### src/rtl/pc_sequencer.sv
// Program-counter sequencer: fetch/execute FSM with a memory request/ack handshake
// and a small return-address stack for call/ret.
module pc_sequencer #(
    parameter int WIDTH = 8,
    parameter int DEPTH = 4,
    localparam int SPW = $clog2(DEPTH + 1)
) (
    input  logic             clk,
    input  logic             reset,
    input  logic             start,
    input  logic             fetch_ack,
    input  logic             op_jump,
    input  logic             op_call,
    input  logic             op_ret,
    input  logic             op_halt,
    input  logic [WIDTH-1:0] target,
    output logic             fetch_req,
    output logic [WIDTH-1:0] fetch_addr,
    output logic [WIDTH-1:0] pc,
    output logic [SPW-1:0]   sp,
    output logic             busy,
    output logic             halted,
    output logic             fault
);
    typedef enum logic [2:0] {IDLE, FETCH, EXEC, HALT, FAULT} state_t;

    state_t                    state, state_n;
    logic [DEPTH-1:0][WIDTH-1:0] stack;
    logic                      lat_jump, lat_call, lat_ret, lat_halt;
    logic [WIDTH-1:0]          lat_target, top, pc_inc;
    logic                      ret_ok, call_ok;

    assign fetch_addr = pc;
    assign pc_inc     = pc + WIDTH'(1);
    assign ret_ok     = (sp != '0);
    assign call_ok    = (sp != SPW'(DEPTH));

    // Entry below the stack pointer, i.e. the most recent return address.
    always_comb begin
        top = '0;
        for (int i = 0; i < DEPTH; i++)
            if (sp == SPW'(i + 1)) top = stack[i];
    end

    always_comb begin
        state_n = state;
        case (state)
            IDLE:  if (start) state_n = FETCH;
            FETCH: if (fetch_ack) state_n = EXEC;
            EXEC: begin
                if (lat_halt)      state_n = HALT;
                else if (lat_ret)  state_n = ret_ok  ? FETCH : FAULT;
                else if (lat_call) state_n = call_ok ? FETCH : FAULT;
                else               state_n = FETCH;
            end
            HALT:  if (start) state_n = FETCH;
            default: state_n = state;
        endcase
    end

    always_ff @(posedge clk or negedge reset) begin
        if (!reset) begin
            state      <= IDLE;
            pc         <= '0;
            sp         <= '0;
            stack      <= '0;
            lat_jump   <= 1'b0;
            lat_call   <= 1'b0;
            lat_ret    <= 1'b0;
            lat_halt   <= 1'b0;
            lat_target <= '0;
            fetch_req  <= 1'b0;
            busy       <= 1'b0;
            halted     <= 1'b0;
            fault      <= 1'b0;
        end else begin
            state     <= state_n;
            fetch_req <= (state_n == FETCH);
            busy      <= (state_n == FETCH) || (state_n == EXEC);
            halted    <= (state_n == HALT);
            fault     <= (state_n == FAULT);

            if (state == FETCH && fetch_ack) begin
                lat_jump   <= op_jump;
                lat_call   <= op_call;
                lat_ret    <= op_ret;
                lat_halt   <= op_halt;
                lat_target <= target;
            end

            // Resume after the halt instruction rather than re-executing it.
            if (state == HALT && start) pc <= pc_inc;

            if (state == EXEC && !lat_halt) begin
                if (lat_ret) begin
                    if (ret_ok) begin
                        pc <= top;
                        sp <= sp - SPW'(1);
                    end
                end else if (lat_call) begin
                    if (call_ok) begin
                        for (int i = 0; i < DEPTH; i++)
                            if (sp == SPW'(i)) stack[i] <= pc_inc;
                        sp <= sp + SPW'(1);
                        pc <= lat_target;
                    end
                end else if (lat_jump) begin
                    pc <= lat_target;
                end else begin
                    pc <= pc_inc;
                end
            end
        end
    end
endmodule

### config.mk
export PLATFORM = sky130hd
export DESIGN_NAME = pc_sequencer
export DESIGN_NICKNAME = d
export VERILOG_FILES = /design/src/rtl/pc_sequencer.sv
export SDC_FILE = /design/constraint.sdc
export NUM_CORES = 1
export LEC_CHECK = 0
export ABC_CLOCK_PERIOD_IN_PS = 2400
export BUFFER_PORTS_ARGS = -buffer_cell sky130_fd_sc_hd__buf_2
export CORE_MARGIN = 10
export CORE_UTILIZATION = 58
export DETAILED_ROUTE_END_ITERATION = 10
export GPL_ROUTABILITY_DRIVEN = 0
export GPL_TIMING_DRIVEN = 1
export PLACE_DENSITY = 0.89
export SETUP_SLACK_MARGIN = 0.2
export SLEW_MARGIN = 15
export SYNTH_ARGS = -nofsm -noshare
export SYNTH_HDL_FRONTEND = slang
export SYNTH_SLANG_ARGS = --single-unit
### constraint.sdc
create_clock -name clk -period 2.4 [get_ports clk]
set_input_delay 0.48 -clock clk [delete_from_list [all_inputs] [get_ports clk]]
set_output_delay 0.48 -clock clk [all_outputs]
set_load 0.005 [all_outputs]
## After elaboration in Yosys (flattened, before gate mapping)

Index checks and enable logic that the tools add are counted.

- $add $sub $neg: 3
- Multipliers: 0
- Divide/modulo/power cells: 0
- $lt $le $gt $ge: 0
- Eq/ne operators: 13
- Shift-type cells: 0
- Multiplexer cells: 23
- Bitwise operators: 1
- Reduce and logical (&&, ||, !) cells: 16

Operators by type and width:

| cell | count |
|---|---|
| 8-bit 2-to-1 mux | 11 |
| 3-bit 2-to-1 mux | 11 |
| 5-bit AND reduction | 4 |
| 3-bit by 2-bit equality test with 1-bit output (second input constant) | 6 |
| 3-bit by 1-bit equality test with 1-bit output (second input constant) | 3 |
| 3-bit one-hot mux with 3 select lines | 1 |
| 8-bit by 1-bit adder with 8-bit output (second input constant) | 1 |
| 3-bit equality test (second input constant) | 2 |
| 3-bit logical NOT | 2 |
| 4-bit AND reduction | 1 |
| 2-bit nonzero test | 2 |
| 3-bit by 1-bit adder with 3-bit output (second input constant) | 1 |
| 1-bit logical AND | 3 |
| 3-bit != test (second input constant) | 1 |
| 3-bit nonzero test | 1 |
| 3-bit by 1-bit subtractor with 3-bit output (second input constant) | 1 |
| 2-bit by 1-bit != test with 1-bit output (second input constant) | 1 |
| 2-bit OR reduction | 1 |
| 1-bit logical NOT | 1 |
| 1-bit logical OR | 1 |
| 1-bit inverter | 1 |

- Register bits: 62
- Bits in latches: 0
- Memory bits (writable): 0
- Memory bits (read-only): 0
- Output and inout bits: 23
- Word-level logic and storage cells: 72
- Memories: 0

## Logic depth before layout (Yosys ltp)

Gate-level depths: netlist of run 1.

- Depth in word-level cells: 8
- Gate-level depth with buffers: 10
- Gate-level depth less buffers: 7

## Least setup slack after synthesis of run 1

Ideal clock, no wire load.

- Path type: reg-to-reg
- Start point: reg sp[0]
- End point: reg stack[28] (netlist name)
- Setup time: 137 ps
- Arrival time: 1927 ps
- Required time: 2263 ps
- Path slack: 337 ps
- Stages on the path, launching flop included: 11
- Clock period less this slack: 2063 ps
- Cell sequence: dfrtp_1 -> inv_1 -> ha_1 -> and2_1 -> clkbuf_1 -> nor2b_1 -> clkbuf_1 -> nand3_2 -> clkbuf_1 -> nand2_1 -> o21ai_0

- Word-level cells in the longest chain between the ends: 2
- Elaborated cells on any way between the ends: 3

Ends and longest elaborated chain:

| what | line | text |
|---|---|---|
| start, declared | 20 | `output logic [SPW-1:0] sp,` |
| start signal, assigned | 98 | `sp <= sp - SPW'(1);` |
| start signal, assigned | 104 | `sp <= sp + SPW'(1);` |
| 3-bit != test / 3-bit by 2-bit equality test with 1-bit output (equally long branches) | 36, 103 |  |
| 5-bit AND reduction (no line) * | - |  |
| end signal, assigned by index | 103 | `if (sp == SPW'(i)) stack[i] <= pc_inc;` |
| end, declared | 28 | `logic [DEPTH-1:0][WIDTH-1:0] stack;` |

Mark *: on every way between the ends. The rest lies on a longest branch, timed or not.
A chain may end at the register's enable or synchronous reset.

## Final worst setup path of run 1

- Start point: reg state[0]
- End point: reg stack[8] (netlist name)

- Word-level cells in the longest chain between the ends: 3

Ends and longest elaborated chain:

| what | line | text |
|---|---|---|
| start, declared | 27 | `state_t state, state_n;` |
| start signal, assigned | 77 | `state <= state_n;` |
| 3-bit by 2-bit equality test with 1-bit output | 94 | `if (state == EXEC && !lat_halt) begin` |
| 1-bit logical AND | 94 |  |
| 5-bit AND reduction (no line) | - |  |

Every way passes these cells.

==> Flow_metrics.wiki, run 1 <==
{| class="wikitable"
! Metric !! Value
|-
| Fraction of final layout cells sized beyond drive strength 1 || about a quarter
|-
| Post-synthesis sequential area ratio || a little under half
|-
| Crit-path max FO || 11
|-
| Post-synth EDFFs || 0
|-
| Final count of negative-setup-slack endpoints || 0
|-
| Placeable core region || ~0.0055 mm²
|-
| Buffers on Ports || 38
|-
| Area of the die || between 0.009 and 0.01 mm²
|-
| # rows || 27
|-
| Fin crit share || about 85%
|-
| Pin slew with the least headroom to its limit || between 500 and 600 ps
|-
| Avg Vias per Cell || 5.89
|-
| DR WL/cell || around 17 µm
|-
| RSZ-0062 raised after global routing || false
|-
| Max-slew violation count || 0
|-
| Total power divided by cell area || 1280 mW/mm²
|-
| Die Span X || 95.6 µm
|-
| Final Hold Viols || 0
|-
| Number of inserted diodes || 0
|-
| Leading area contributor after synthesis || sky130_fd_sc_hd__dfrtp_1
|-
| Remaining global-route overflow || 0
|-
| Final Worst Setup Slack || about 370 ps
|-
| Result of the run || complete, no violations
|-
| Mean post-synth cell area || just under 10 µm²
|-
| Clk Latency, worst-skew pair || roughly 340 ps
|-
| Crit path arrival time || between 2000 and 2500 ps
|-
| Post-route clock skew || between 10 and 15 ps
|-
| Number of DRC violations after detailed routing || 0
|-
| Final min period || approximately 2000 ps
|-
| Count of yosys warnings during synthesis || 0
|-
| Starting utilization of the core area || 59.8%
|-
| Netlist Area Pre-Place || 0.00331 mm²
|-
| Total routing resource utilization after global routing || 18.3%
|-
| TritonCTS clock tree || done
|-
| Syn nets || roughly 360
|-
| Max H-tree Level || 3
|-
| Pin count of the biggest net entering global routing || 63
|-
| Required time of the critical path || 2660 ps
|-
| Share of the synthesized area in the top cell type || between 40% and 50%
|-
| Distinct cell type count after synthesis || 51
|-
| Setup fix buffers added after clock tree synthesis || 0
|-
| Kind of path behind the tightest hold check || in -> async
|-
| Half-perimeter wire length of the detailed placement result || roughly 5.6 mm
|-
| Antenna violations before repair || 0
|-
| Via Count || 2656
|-
| Top cells by area, synth || sky130_fd_sc_hd__dfrtp_1, sky130_fd_sc_hd__mux2_2, sky130_fd_sc_hd__nand2_1
|-
| Post-Syn Instances || 340
|-
| Critical Path Source Type || flop
|-
| Number of search-and-repair iterations in the first detailed-routing pass || 4
|-
| Layout overhead on the synthesized area || 12.8%
|-
| Maximum clock path buffer count || 2
|-
| Maximum achievable frequency || 493 MHz
|-
| Most instantiated flip-flop cell in the synthesis netlist || sky130_fd_sc_hd__dfrtp_1
|-
| CP Capture Type || flop
|-
| Wire length of the first global-routing pass || around 13 mm
|-
| Number of global-route vias before repair || between 2000 and 3000
|-
| # hold bufs at CTS || 0
|-
| Worst Setup Slack post-DPL || approximately 260 ps
|-
| I/O pin count || 39
|-
| Sinks on the clock net || just over 60
|-
| Clk Tree Root Cell || sky130_fd_sc_hd__clkbuf_8
|-
| Starting DRC count in detailed routing || about 200
|-
| Nets@finish || 400
|-
| Number of nets still failing antenna checks after routing || 0
|-
| Worst hold slack after final layout || roughly 150 ps
|-
| Category of the critical setup timing path || reg -> reg
|-
| Fraction of registers with async set/reset || 100%
|-
| Count of maximum capacitance violations || 0
|-
| Total Routed Length || just under 8 mm
|-
| #FFs+latches synth || 62
|-
| Number of buffers created by CTS || 9
|-
| Worst vdd rail ir drop || about 0.66 mV
|-
| Total Negative Setup Slacks || 0 ps
|-
| Clk pin slew, worst setup/hold paths || roughly 70 ps
|-
| Y dimension of the die || 95.6 µm
|-
| Standby leakage power || roughly 0.0017 µW
|-
| Slew HR || between 60 and 70%
|}
## cell usage in the layout (no fill, tap or decap), types with 4 or more instances in the layout
master / synthesis / layout
sky130_fd_sc_hd__inv_1: 11 / 11
sky130_fd_sc_hd__o211ai_1: 7 / 7
sky130_fd_sc_hd__buf_4: 10 / 16
sky130_fd_sc_hd__a21oi_1: 23 / 23
sky130_fd_sc_hd__xnor2_1: 8 / 8
sky130_fd_sc_hd__o21ai_0: 29 / 29
sky130_fd_sc_hd__nand3_1: 6 / 6
sky130_fd_sc_hd__xor2_1: 7 / 7
sky130_fd_sc_hd__nor2b_1: 6 / 6
sky130_fd_sc_hd__ha_1: 7 / 6
sky130_fd_sc_hd__nor3_1: 5 / 5
sky130_fd_sc_hd__nor2_1: 24 / 24
sky130_fd_sc_hd__buf_2: 5 / 38
sky130_fd_sc_hd__a221oi_1: 4 / 4
sky130_fd_sc_hd__dfrtp_1: 62 / 62
sky130_fd_sc_hd__a22oi_1: 4 / 4
sky130_fd_sc_hd__a32o_1: 4 / 4
sky130_fd_sc_hd__clkbuf_8: 0 / 11
sky130_fd_sc_hd__mux2_2: 19 / 19
sky130_fd_sc_hd__a221o_1: 4 / 4
sky130_fd_sc_hd__nand2_1: 43 / 43
## area by class of cell
| type | count | area, µm² |
|---|---|---|
| well taps | 72 | 90.1 |
| multi-input cells | 237 | 1560 |
| inverters | 12 | 45.0 |
| flip-flops and latches | 62 | 1550 |
| clock buffers | 11 | 151 |
| clock inverters | 2 | 10.0 |
| repair buffers | 55 | 330 |
| fillers | 428 | 1800 |
## per-stage QoR
step           total power, µW  area [µm²]  std cells  utilization (%)
6_report                  4790        3740        451             67.5
5_1_grt                   5180        3740        451             67.5
4_1_cts                   4790        3730        451             67.3
3_5_place_dp              3990        3570        438             64.4
3_3_place_gp              3870        3570        438             64.4
2_1_floorplan             3290        3310        340                -
## worst max-delay path: stages, from the launching register on
cell	delay (ps)
sky130_fd_sc_hd__dfrtp_1	480
sky130_fd_sc_hd__or4b_4	640
sky130_fd_sc_hd__nor2_8	170
sky130_fd_sc_hd__and3_1	260
sky130_fd_sc_hd__buf_4	210
sky130_fd_sc_hd__mux2i_1	200
## metal layers
layer | global-route usage, % | up-vias | wire length [µm]
met5 | 0 | - | 0
met4 | 8.23 | 0 | 120
li1 | - | 1273 | -
met2 | 29.6 | 73 | 3740
met3 | 4.87 | 12 | 464
met1 | 22.4 | 1298 | 3400
## sequential cells by signal, indices dropped and copies added (netlist names)
register    count
fetch_addr      8
lat_call        1
halted          1
stack          32
fault           1
lat_ret         1
sp              3
state           3
lat_jump        1
lat_halt        1
busy            1
fetch_req       1
lat_target      8
## path summary, 6_finish.rpt
kind,startpoint,to,slack (ps),depth (start not counted)
min in group clk,target[7],lat_target[7]$_DFFE_PN0P_,360,3
setup / recovery,state[0]$_DFF_PN0_,stack[8]$_DFFE_PN0P_,370,5
hold reg to reg,stack[18]$_DFFE_PN0P_,stack[18]$_DFFE_PN0P_,490,2
hold / removal,reset,stack[31]$_DFFE_PN0P_,150,2
setup reg to reg,state[0]$_DFF_PN0_,stack[8]$_DFFE_PN0P_,370,5
max in group asynchronous,reset,stack[30]$_DFFE_PN0P_,1970,2
## where the power goes
group	internal, µW	switching (µW)	leakage [µW]
Combinational	977	1150	0.000816
Clock	410	376	0.0000869
Sequential	1440	431	0.000805
## cells in the mapped netlist, types with 2 or more instances
cell type	n
sky130_fd_sc_hd__o21a_1	3
sky130_fd_sc_hd__a31oi_1	2
sky130_fd_sc_hd__a32o_1	4
sky130_fd_sc_hd__buf_2	5
sky130_fd_sc_hd__inv_1	11
sky130_fd_sc_hd__a22oi_1	4
sky130_fd_sc_hd__ha_1	7
sky130_fd_sc_hd__nand3_1	6
sky130_fd_sc_hd__buf_6	2
sky130_fd_sc_hd__buf_4	10
sky130_fd_sc_hd__nand3_2	2
sky130_fd_sc_hd__xor2_1	7
sky130_fd_sc_hd__and3_1	2
sky130_fd_sc_hd__o211ai_1	7
sky130_fd_sc_hd__xnor2_1	8
sky130_fd_sc_hd__mux2_2	19
sky130_fd_sc_hd__a221o_1	4
sky130_fd_sc_hd__o21ai_0	29
sky130_fd_sc_hd__a221oi_1	4
sky130_fd_sc_hd__nand2_1	43
sky130_fd_sc_hd__nor2b_1	6
sky130_fd_sc_hd__nor2_1	24
sky130_fd_sc_hd__nand2b_1	3
sky130_fd_sc_hd__clkbuf_1	12
sky130_fd_sc_hd__dfrtp_1	62
sky130_fd_sc_hd__a21oi_1	23
sky130_fd_sc_hd__mux2i_1	3
sky130_fd_sc_hd__nor3_1	5
## kinds of logic after synthesis
family                   share of synthesized area, %
AO/OA/AOI/OAI                                    17.4
XOR/XNOR                                         3.96
adder cells (fa/ha/maj)                          2.64
buffers and inverters                            6.42
flip-flops                                       46.8
multiplexers                                     7.36
AND/OR/NAND/NOR                                  15.4
## what timing repair did
| item | in CTS | in global routing |
|---|---|---|
| hold endpoints to repair | 0 | 0 |
| resized for setup | 0 | 2 |
| endpoints found under the setup margin | 0 | 8 |
Power figures use the tool's default switching activity.
==> run 2, diff against run 1 <==
--- a/config.mk
+++ b/config.mk
@@ -5,7 +5,7 @@
 export SDC_FILE = /design/constraint.sdc
 export NUM_CORES = 1
 export LEC_CHECK = 0
-export ABC_CLOCK_PERIOD_IN_PS = 2400
+export ABC_CLOCK_PERIOD_IN_PS = 1900
 export BUFFER_PORTS_ARGS = -buffer_cell sky130_fd_sc_hd__buf_2
 export CORE_MARGIN = 10
 export CORE_UTILIZATION = 58
==> constraint.sdc (replaced) <==
create_clock -name clk -period 1.9 [get_ports clk]
set_input_delay 0.38 -clock clk [delete_from_list [all_inputs] [get_ports clk]]
set_output_delay 0.38 -clock clk [all_outputs]
set_load 0.005 [all_outputs]
==> run 2 against run 1 <==
Against the previous run: non-clock buffer count is 35 higher; utilization increased by 14 points; clock power grew 46%; global-route usage grew 3.6 points; clock-buffer cell count unchanged; sequential share of layout area shrank 7.0 points; routed wire length grew 37%; final cell count increased by 8.2%; critical endpoint is now fetch_addr[7]$_DFF_PN0_; largest power group unchanged.
==> Flow_metrics.wiki, run 2 (synthesis gave the netlist of run 1 again) <==
{| class="wikitable"
! Metric !! Value
|-
| Result of the run || complete, no violations (unchanged)
|-
| TritonCTS clock tree || done (unchanged)
|-
| Crit path arrival time || 2110 ps (was 2290 ps)
|-
| Post-route clock skew || 5.72 ps (was 11.6 ps)
|-
| Total Routed Length || 10.6 mm (was 7.73 mm)
|-
| Placeable core region || 0.00554 mm² (unchanged)
|-
| Standby leakage power || 0.00198 µW (was 0.00171 µW)
|-
| Required time of the critical path || 2120 ps (was 2660 ps)
|-
| Pin slew with the least headroom to its limit || 540 ps (was 533 ps)
|-
| Final design instance area without fill || 0.00450 mm² (was 0.00374 mm²)
|-
| Number of flip-flops under the largest register name || 32 (unchanged)
|-
| Layout overhead on the synthesized area || 35.8% (was 12.8%)
|-
| Half-perimeter wire length of the detailed placement result || 6.07 mm (was 5.63 mm)
|-
| Remaining global-route overflow || 0 (unchanged)
|-
| Total Negative Setup Slacks || 0 ps (unchanged)
|-
| Fraction of final layout cells sized beyond drive strength 1 || 45.4% (was 25.1%)
|-
| Sinks on the clock net || 62 (unchanged)
|-
| Clk pin slew, worst setup/hold paths || 70 ps (about the same)
|-
| Final Hold Viols || 0 (unchanged)
|-
| Area of the die || 0.00914 mm² (unchanged)
|-
| Max-slew violation count || 0 (unchanged)
|-
| Starting DRC count in detailed routing || 307 (was 204)
|-
| Highest-count cells in the layout ignoring fill and taps || sky130_fd_sc_hd__dfrtp_1, sky130_fd_sc_hd__buf_4, sky130_fd_sc_hd__buf_2, sky130_fd_sc_hd__nand2_1, sky130_fd_sc_hd__a21oi_2 (was sky130_fd_sc_hd__dfrtp_1, sky130_fd_sc_hd__nand2_1, sky130_fd_sc_hd__buf_2, sky130_fd_sc_hd__o21ai_0, sky130_fd_sc_hd__nor2_1)
|-
| Final min period || 1890 ps (was 2030 ps)
|-
| Y dimension of the die || 95.6 µm (unchanged)
|-
| Total power divided by cell area || 1680 mW/mm² (was 1280 mW/mm²)
|-
| Total routing resource utilization after global routing || 21.9% (was 18.3%)
|-
| Critical Path Slowest Stage Cell || sky130_fd_sc_hd__dfrtp_2 (was sky130_fd_sc_hd__or4b_4)
|-
| Maximum achievable frequency || 529 MHz (was 493 MHz)
|-
| End of the worst register-to-register path || fetch_addr[7]$_DFF_PN0_ (was stack[8]$_DFFE_PN0P_)
|-
| Starting utilization of the core area || 59.8% (unchanged)
|-
| Final count of negative-setup-slack endpoints || 0 (unchanged)
|-
| Worst R2R Path Depth || 7 (was 5)
|-
| Most common library cell in the layout ignoring fill and taps || sky130_fd_sc_hd__dfrtp_1 (unchanged)
|-
| Max H-tree Level || 3 (unchanged)
|-
| # hold bufs at CTS || 0 (unchanged)
|-
| Max stage delay on crit path || 470 ps (was 640 ps)
|-
| Cell family contributing the most delay on the critical path || compound AO/OA/AOI/OAI gates (was simple AND/OR/NAND/NOR gates)
|-
| # rows || 27 (unchanged)
|-
| Crit-path max FO || 6 (was 11)
|-
| Fin crit share || 99.4% (was 84.6%)
|-
| Number of inserted filler cells in the final layout || 299 (was 428)
|-
| Count of maximum capacitance violations || 0 (unchanged)
|-
| DR WL/cell || 21.7 µm (was 17.1 µm)
|-
| Nets@finish || 435 (was 400)
|-
| Slew HR || 64.0% (was 64.5%)
|-
| Buffers plus inverters on the worst setup path || 2 (was 1)
|-
| Cell area after placement || 0.00374 mm² (was 0.00357 mm²)
|-
| Pin count of the biggest net entering global routing || 63 (unchanged)
|-
| Avg Vias per Cell || 6.50 (was 5.89)
|-
| Category of the critical setup timing path || reg -> reg (unchanged)
|-
| Number of search-and-repair iterations in the first detailed-routing pass || 5 (was 4)
|-
| Clk Latency, worst-skew pair || 360 ps (was 340 ps)
|-
| Number of global-route vias before repair || 3153 (was 2691)
|-
| Worst vdd rail ir drop || 1.29 mV (was 0.662 mV)
|-
| Wire length of the first global-routing pass || 15.4 mm (was 13.0 mm)
|-
| Kind of path behind the tightest hold check || in -> async (unchanged)
|-
| RSZ-0062 raised after global routing || true (was false)
|-
| Number of buffers created by CTS || 9 (unchanged)
|-
| Number of nets still failing antenna checks after routing || 0 (unchanged)
|-
| Total Power || 7550 µW (was 4790 µW)
|-
| Worst reg-to-reg setup slack || 10 ps (was 370 ps)
|-
| Antenna violations before repair || 0 (unchanged)
|-
| Clk Tree Root Cell || sky130_fd_sc_hd__clkbuf_8 (unchanged)
|-
| Maximum clock path buffer count || 2 (unchanged)
|-
| Startpoint of the lowest-slack register-to-register path || sp[1]$_DFFE_PN0P_ (was state[0]$_DFF_PN0_)
|-
| Cells along the critical path || ha_4, ha_4, buf_6, buf_6, a22oi_1, o311a_1, o211ai_1 (was or4b_4, nor2_8, and3_1, buf_4, mux2i_1)
|-
| Via Count || 3174 (was 2656)
|-
| I/O pin count || 39 (unchanged)
|-
| Number of DRC violations after detailed routing || 0 (unchanged)
|-
| Buffers on Ports || 38 (unchanged)
|-
| Number of inserted diodes || 0 (unchanged)
|-
| Critical Path Source Type || flop (unchanged)
|-
| Register with the most flip-flops || stack (unchanged)
|-
| Die Span X || 95.6 µm (unchanged)
|-
| CP Capture Type || flop (unchanged)
|}
run 2: cell count changes in the layout (fill, tap and decap cells not counted), moves of 6 or more:
cell / delta
sky130_fd_sc_hd__mux2_2: -6
sky130_fd_sc_hd__nor2_1: -11
sky130_fd_sc_hd__o21ai_0: -18
sky130_fd_sc_hd__buf_4: +22
sky130_fd_sc_hd__buf_6: +7
sky130_fd_sc_hd__a21oi_1: -17
sky130_fd_sc_hd__o21ai_1: +14
sky130_fd_sc_hd__nor2_4: +10
sky130_fd_sc_hd__mux2_4: +6
sky130_fd_sc_hd__a21oi_2: +17
sky130_fd_sc_hd__nand2_1: -7
run 2: metal layers:
layer  track usage [%]  wire length (µm)  share of wire, %
met5                 0                 0                 0
met1              23.6              3920                37
met2              37.3              5280                50
met3              7.07               992               9.4
met4              11.9               372               3.5
run 2: stage by stage:
stage,hold WS (ps),setup WS (ps),instances,util [%]
after CTS,44.9,62.5,482,75.9
after global placement,413,-44.7,454,67.5
after floorplan,84.4,-0.764,340,-
final,29.8,10.8,488,81.2
after global routing,57.4,-52.8,488,81.2
after detailed placement,414,-151,454,67.5
run 2: how the worst max path moves through the flow:
stage	to	depth (start not counted)	from	slack, ps
2_1_floorplan	stack[15]$_DFFE_PN0P_	6	state[2]$_DFF_PN0_	-0.8
3_3_place_gp	fetch_addr[5]$_DFF_PN0_	7	sp[1]$_DFFE_PN0P_	-40
3_5_place_dp	fetch_addr[5]$_DFF_PN0_	7	sp[1]$_DFFE_PN0P_	-150
4_1_cts	fetch_addr[5]$_DFF_PN0_	7	sp[1]$_DFFE_PN0P_	60
5_1_grt	sp[2]$_DFFE_PN0P_	10	sp[0]$_DFFE_PN0P_	-50
6_report	fetch_addr[7]$_DFF_PN0_	7	sp[1]$_DFFE_PN0P_	10
run 2: where the power goes:
group / switching [µW] / internal [µW]
combinational: 2110 / 1880
clock: 522 / 629
sequential: 581 / 1830
total: 3210 / 4340
run 2: repair_timing:
item	in CTS	in global routing
pin swaps	13	16
buffers inserted	11	4
setup endpoints to repair	43	46
cloned	2	2
gates resized for setup	47	61
run 2: layout make-up:
type                            instances  area, µm²  area share, %
Tap cell                               72       90.1           2.00
Multi-Input combinational cell        237       1920           42.7
Inverter                               12       45.0           1.00
Clock buffer                           11        141           3.14
Clock inverter                          4       47.5           1.06
Sequential cell                        62       1550           34.5
Timing Repair Buffer                   90        699           15.5
run 2: worst reg2reg max path, cell delays in order (launching register included):
cell and delay (ps):
sky130_fd_sc_hd__dfrtp_2 470, sky130_fd_sc_hd__ha_4 200, sky130_fd_sc_hd__ha_4 210, sky130_fd_sc_hd__buf_6 150, sky130_fd_sc_hd__buf_6 120, sky130_fd_sc_hd__a22oi_1 300, sky130_fd_sc_hd__o311a_1 210, sky130_fd_sc_hd__o211ai_1 100
==> run 3, diff against run 2 <==
--- a/config.mk
+++ b/config.mk
@@ -5,14 +5,14 @@
 export SDC_FILE = /design/constraint.sdc
 export NUM_CORES = 1
 export LEC_CHECK = 0
-export ABC_CLOCK_PERIOD_IN_PS = 1900
+export ABC_CLOCK_PERIOD_IN_PS = 2200
 export BUFFER_PORTS_ARGS = -buffer_cell sky130_fd_sc_hd__buf_2
 export CORE_MARGIN = 10
-export CORE_UTILIZATION = 58
+export CORE_UTILIZATION = 60
 export DETAILED_ROUTE_END_ITERATION = 10
 export GPL_ROUTABILITY_DRIVEN = 0
 export GPL_TIMING_DRIVEN = 1
-export PLACE_DENSITY = 0.89
+export PLACE_DENSITY = 0.92
 export SETUP_SLACK_MARGIN = 0.2
 export SLEW_MARGIN = 15
 export SYNTH_ARGS = -nofsm -noshare
==> constraint.sdc (replaced) <==
create_clock -name clk -period 2.2 [get_ports clk]
set_input_delay 0.44 -clock clk [delete_from_list [all_inputs] [get_ports clk]]
set_output_delay 0.44 -clock clk [all_outputs]
set_load 0.005 [all_outputs]
==> run 3 against run 2 <==
Against the previous run: final cell count shrank 6.4%; setup slack improved by 230 ps; maximum frequency is 3.6% lower; flip-flop and latch count stayed put; critical path depth shrank 3; clock skew is 0.77 ps higher; utilization decreased by 11 points; sequential share of layout area up 6.2 points.
==> Flow_metrics.wiki, run 3 (synthesis gave the netlist of run 1 again) <==
{| class="wikitable"
! Metric !! Value
|-
| Category of the critical setup timing path || reg -> reg (unchanged)
|-
| Antenna violations before repair || 0 (unchanged)
|-
| Crit path arrival time || 2190 ps (was 2110 ps)
|-
| Number of search-and-repair iterations in the first detailed-routing pass || 4 (was 5)
|-
| Maximum achievable frequency || 510 MHz (was 529 MHz)
|-
| Critical Path Slowest Stage Cell || sky130_fd_sc_hd__or4b_4 (was sky130_fd_sc_hd__dfrtp_2)
|-
| Starting utilization of the core area || 60.9% (was 59.8%)
|-
| Total Negative Setup Slacks || 0 ps (unchanged)
|-
| Fraction of final layout cells sized beyond drive strength 1 || 28.8% (was 45.4%)
|-
| Area occupied by registers || 0.00156 mm² (was 0.00155 mm²)
|-
| Worst Setup Slack post-DPL || 49.2 ps (was -151 ps)
|-
| Number of inserted diodes || 0 (unchanged)
|-
| Final count of negative-setup-slack endpoints || 0 (unchanged)
|-
| Switching share of power || 42.0% (was 42.5%)
|-
| Register with the most flip-flops || stack (unchanged)
|-
| Critical Path Source Type || flop (unchanged)
|-
| Wire length of the first global-routing pass || 13.3 mm (was 15.4 mm)
|-
| Max H-tree Level || 3 (unchanged)
|-
| Total Power || 5450 µW (was 7550 µW)
|-
| Relative contribution of combinational cells to total power || 47.0% (was 52.8%)
|-
| Layout overhead on the synthesized area || 15.1% (was 35.8%)
|-
| Avg Vias per Cell || 5.98 (was 6.50)
|-
| Half-perimeter wire length of the detailed placement result || 5.85 mm (was 6.07 mm)
|-
| Most common library cell in the layout ignoring fill and taps || sky130_fd_sc_hd__dfrtp_1 (unchanged)
|-
| Clk pin slew, worst setup/hold paths || 70 ps (about the same)
|-
| Number of flip-flops under the largest register name || 32 (unchanged)
|-
| Die Span X || 94.3 µm (was 95.6 µm)
|-
| Slew HR || 48.4% (was 64.0%)
|-
| Kind of path behind the tightest hold check || in -> async (unchanged)
|-
| RSZ-0062 raised after global routing || true (unchanged)
|-
| Net switching power figure || 2290 µW (was 3210 µW)
|-
| Internal power consumption || 3160 µW (was 4340 µW)
|-
| Clock power share || 15.5% (was 15.2%)
|-
| Max-slew violation count || 0 (unchanged)
|-
| Crit-path max FO || 14 (was 6)
|-
| Footprint of the multi-input gates || 0.00161 mm² (was 0.00192 mm²)
|-
| Y dimension of the die || 94.3 µm (was 95.6 µm)
|-
| Total power divided by cell area || 1430 mW/mm² (was 1680 mW/mm²)
|-
| Starting DRC count in detailed routing || 208 (was 307)
|-
| DR WL/cell || 18.2 µm (was 21.7 µm)
|-
| Final Worst Setup Slack || 239 ps (was 10.8 ps)
|-
| Standby leakage power || 0.00172 µW (was 0.00198 µW)
|-
| Maximum clock path buffer count || 2 (unchanged)
|-
| Cell family contributing the most delay on the critical path || simple AND/OR/NAND/NOR gates (was compound AO/OA/AOI/OAI gates)
|-
| Placeable core region || 0.00544 mm² (was 0.00554 mm²)
|-
| Pin count of the biggest net entering global routing || 63 (unchanged)
|-
| Result of the run || complete, no violations (unchanged)
|-
| Total Routed Length || 8.30 mm (was 10.6 mm)
|-
| Nets@finish || 405 (was 435)
|-
| Number of buffers created by CTS || 9 (unchanged)
|-
| Required time of the critical path || 2430 ps (was 2120 ps)
|-
| CP Capture Type || flop (unchanged)
|-
| Number of nets still failing antenna checks after routing || 0 (unchanged)
|-
| Count of maximum capacitance violations || 0 (unchanged)
|-
| Number of DRC violations after detailed routing || 0 (unchanged)
|-
| Highest-count cells in the layout ignoring fill and taps || sky130_fd_sc_hd__dfrtp_1, sky130_fd_sc_hd__nand2_1, sky130_fd_sc_hd__buf_2, sky130_fd_sc_hd__o21ai_0, sky130_fd_sc_hd__nor2_1 (was sky130_fd_sc_hd__dfrtp_1, sky130_fd_sc_hd__buf_4, sky130_fd_sc_hd__buf_2, sky130_fd_sc_hd__nand2_1, sky130_fd_sc_hd__a21oi_2)
|-
| TritonCTS clock tree || done (unchanged)
|-
| Worst vdd rail ir drop || 0.884 mV (was 1.29 mV)
|-
| Sinks on the clock net || 62 (unchanged)
|-
| Final Hold Viols || 0 (unchanged)
|-
| Buffers plus inverters on the worst setup path || 0 (was 2)
|-
| Clk Tree Root Cell || sky130_fd_sc_hd__clkbuf_8 (unchanged)
|-
| Buffers on Ports || 38 (unchanged)
|-
| Remaining global-route overflow || 0 (unchanged)
|-
| # rows || 27 (unchanged)
|-
| Fin crit share || 89.1% (was 99.4%)
|-
| Cells along the critical path || or4b_4, nor2_8, nand3_2, mux2_2 (was ha_4, ha_4, buf_6, buf_6, a22oi_1, o311a_1, o211ai_1)
|-
| Final min period || 1960 ps (was 1890 ps)
|-
| Total routing resource utilization after global routing || 19.1% (was 21.9%)
|-
| Number of inserted filler cells in the final layout || 392 (was 299)
|-
| Max stage delay on crit path || 600 ps (was 470 ps)
|-
| I/O pin count || 39 (unchanged)
|-
| Area of the die || 0.00890 mm² (was 0.00914 mm²)
|-
| Clk Latency, worst-skew pair || 350 ps (was 360 ps)
|-
| Post-route clock skew || 6.49 ps (was 5.72 ps)
|-
| Power share of the sequential group || 37.4% (was 31.9%)
|-
| Pin slew with the least headroom to its limit || 774 ps (was 540 ps)
|-
| Worst hold slack after final layout || 258 ps (was 29.8 ps)
|-
| Via Count || 2735 (was 3174)
|-
| Number of global-route vias before repair || 2748 (was 3153)
|}
[run 3: cell types whose count changed in the layout (fill, tap and decap cells not counted), moves of 6 or more]
cell / previous run / this run
sky130_fd_sc_hd__a21oi_2: 17 / 1
sky130_fd_sc_hd__nand2_1: 36 / 43
sky130_fd_sc_hd__o21ai_0: 11 / 27
sky130_fd_sc_hd__a21oi_1: 6 / 22
sky130_fd_sc_hd__o21ai_1: 15 / 2
sky130_fd_sc_hd__mux2_4: 6 / 0
sky130_fd_sc_hd__buf_4: 38 / 21
sky130_fd_sc_hd__nor2_4: 10 / 0
sky130_fd_sc_hd__mux2_2: 13 / 19
sky130_fd_sc_hd__buf_6: 7 / 1
sky130_fd_sc_hd__nor2_1: 13 / 23
[run 3: area by class of cell]
cell class | count | share of cell area, %
inverter | 12 | 1.18
timing repair buffer | 60 | 9.41
clock inverter | 2 | 0.262
clock buffer | 12 | 3.80
sequential | 62 | 40.8
multi-input combinational | 237 | 42.2
tap | 72 | 2.36
[run 3: final timing paths]
path / startpoint / to / slack [ps] / cells after the start
min reg2reg: stack[19]$_DFFE_PN0P_ / stack[19]$_DFFE_PN0P_ / 490 / 2
max reg2reg: state[2]$_DFF_PN0_ / stack[17]$_DFFE_PN0P_ / 240 / 4
min in group clk: target[7] / lat_target[7]$_DFFE_PN0P_ / 310 / 3
max: state[2]$_DFF_PN0_ / stack[17]$_DFFE_PN0P_ / 240 / 4
min: reset / sp[1]$_DFFE_PN0P_ / 260 / 2
max in group asynchronous: reset / state[1]$_DFF_PN0_ / 1390 / 2
[run 3: what timing repair did]
action | 4_1_cts | 5_1_grt
buffers inserted | 0 | 2
hold buffers | 0 | 0
cloned | 0 | 0
setup endpoints to repair | 4 | 27
resized for setup | 2 | 17
[run 3: per-layer routing]
layer / GRT usage [%] / up-vias / routed length [µm]
met3: 7.35 / 18 / 634
met4: 6.96 / 0 / 145
li1: - / 1280 / -
met1: 21.5 / 1343 / 3370
met2: 32.3 / 94 / 4150
met5: 0 / - / 0
[run 3: per-stage QoR]
stage | util (%) | instances | cell area, µm²
final | 70.2 | 457 | 3820
after global routing | 70.2 | 457 | 3820
after CTS | 68.8 | 455 | 3740
after detailed placement | 65.8 | 441 | 3580
after global placement | 65.8 | 441 | 3580
after floorplan | - | 340 | 3320
[run 3: power by group through the flow]
stage          registers (µW)  clock network, µW  logic (µW)
2_1_floorplan            1870                  0        1730
3_3_place_gp             1990                  0        2270
3_5_place_dp             2020                  0        2370
4_1_cts                  2010                850        2410
5_1_grt                  2090                918        2820
6_report                 2040                847        2560
[run 3: worst register-to-register path, cell delays in order, from the launching register on]
cell                      delay, ps
sky130_fd_sc_hd__dfrtp_2        470
sky130_fd_sc_hd__or4b_4         600
sky130_fd_sc_hd__nor2_8         180
sky130_fd_sc_hd__nand3_2        250
sky130_fd_sc_hd__mux2_2         350
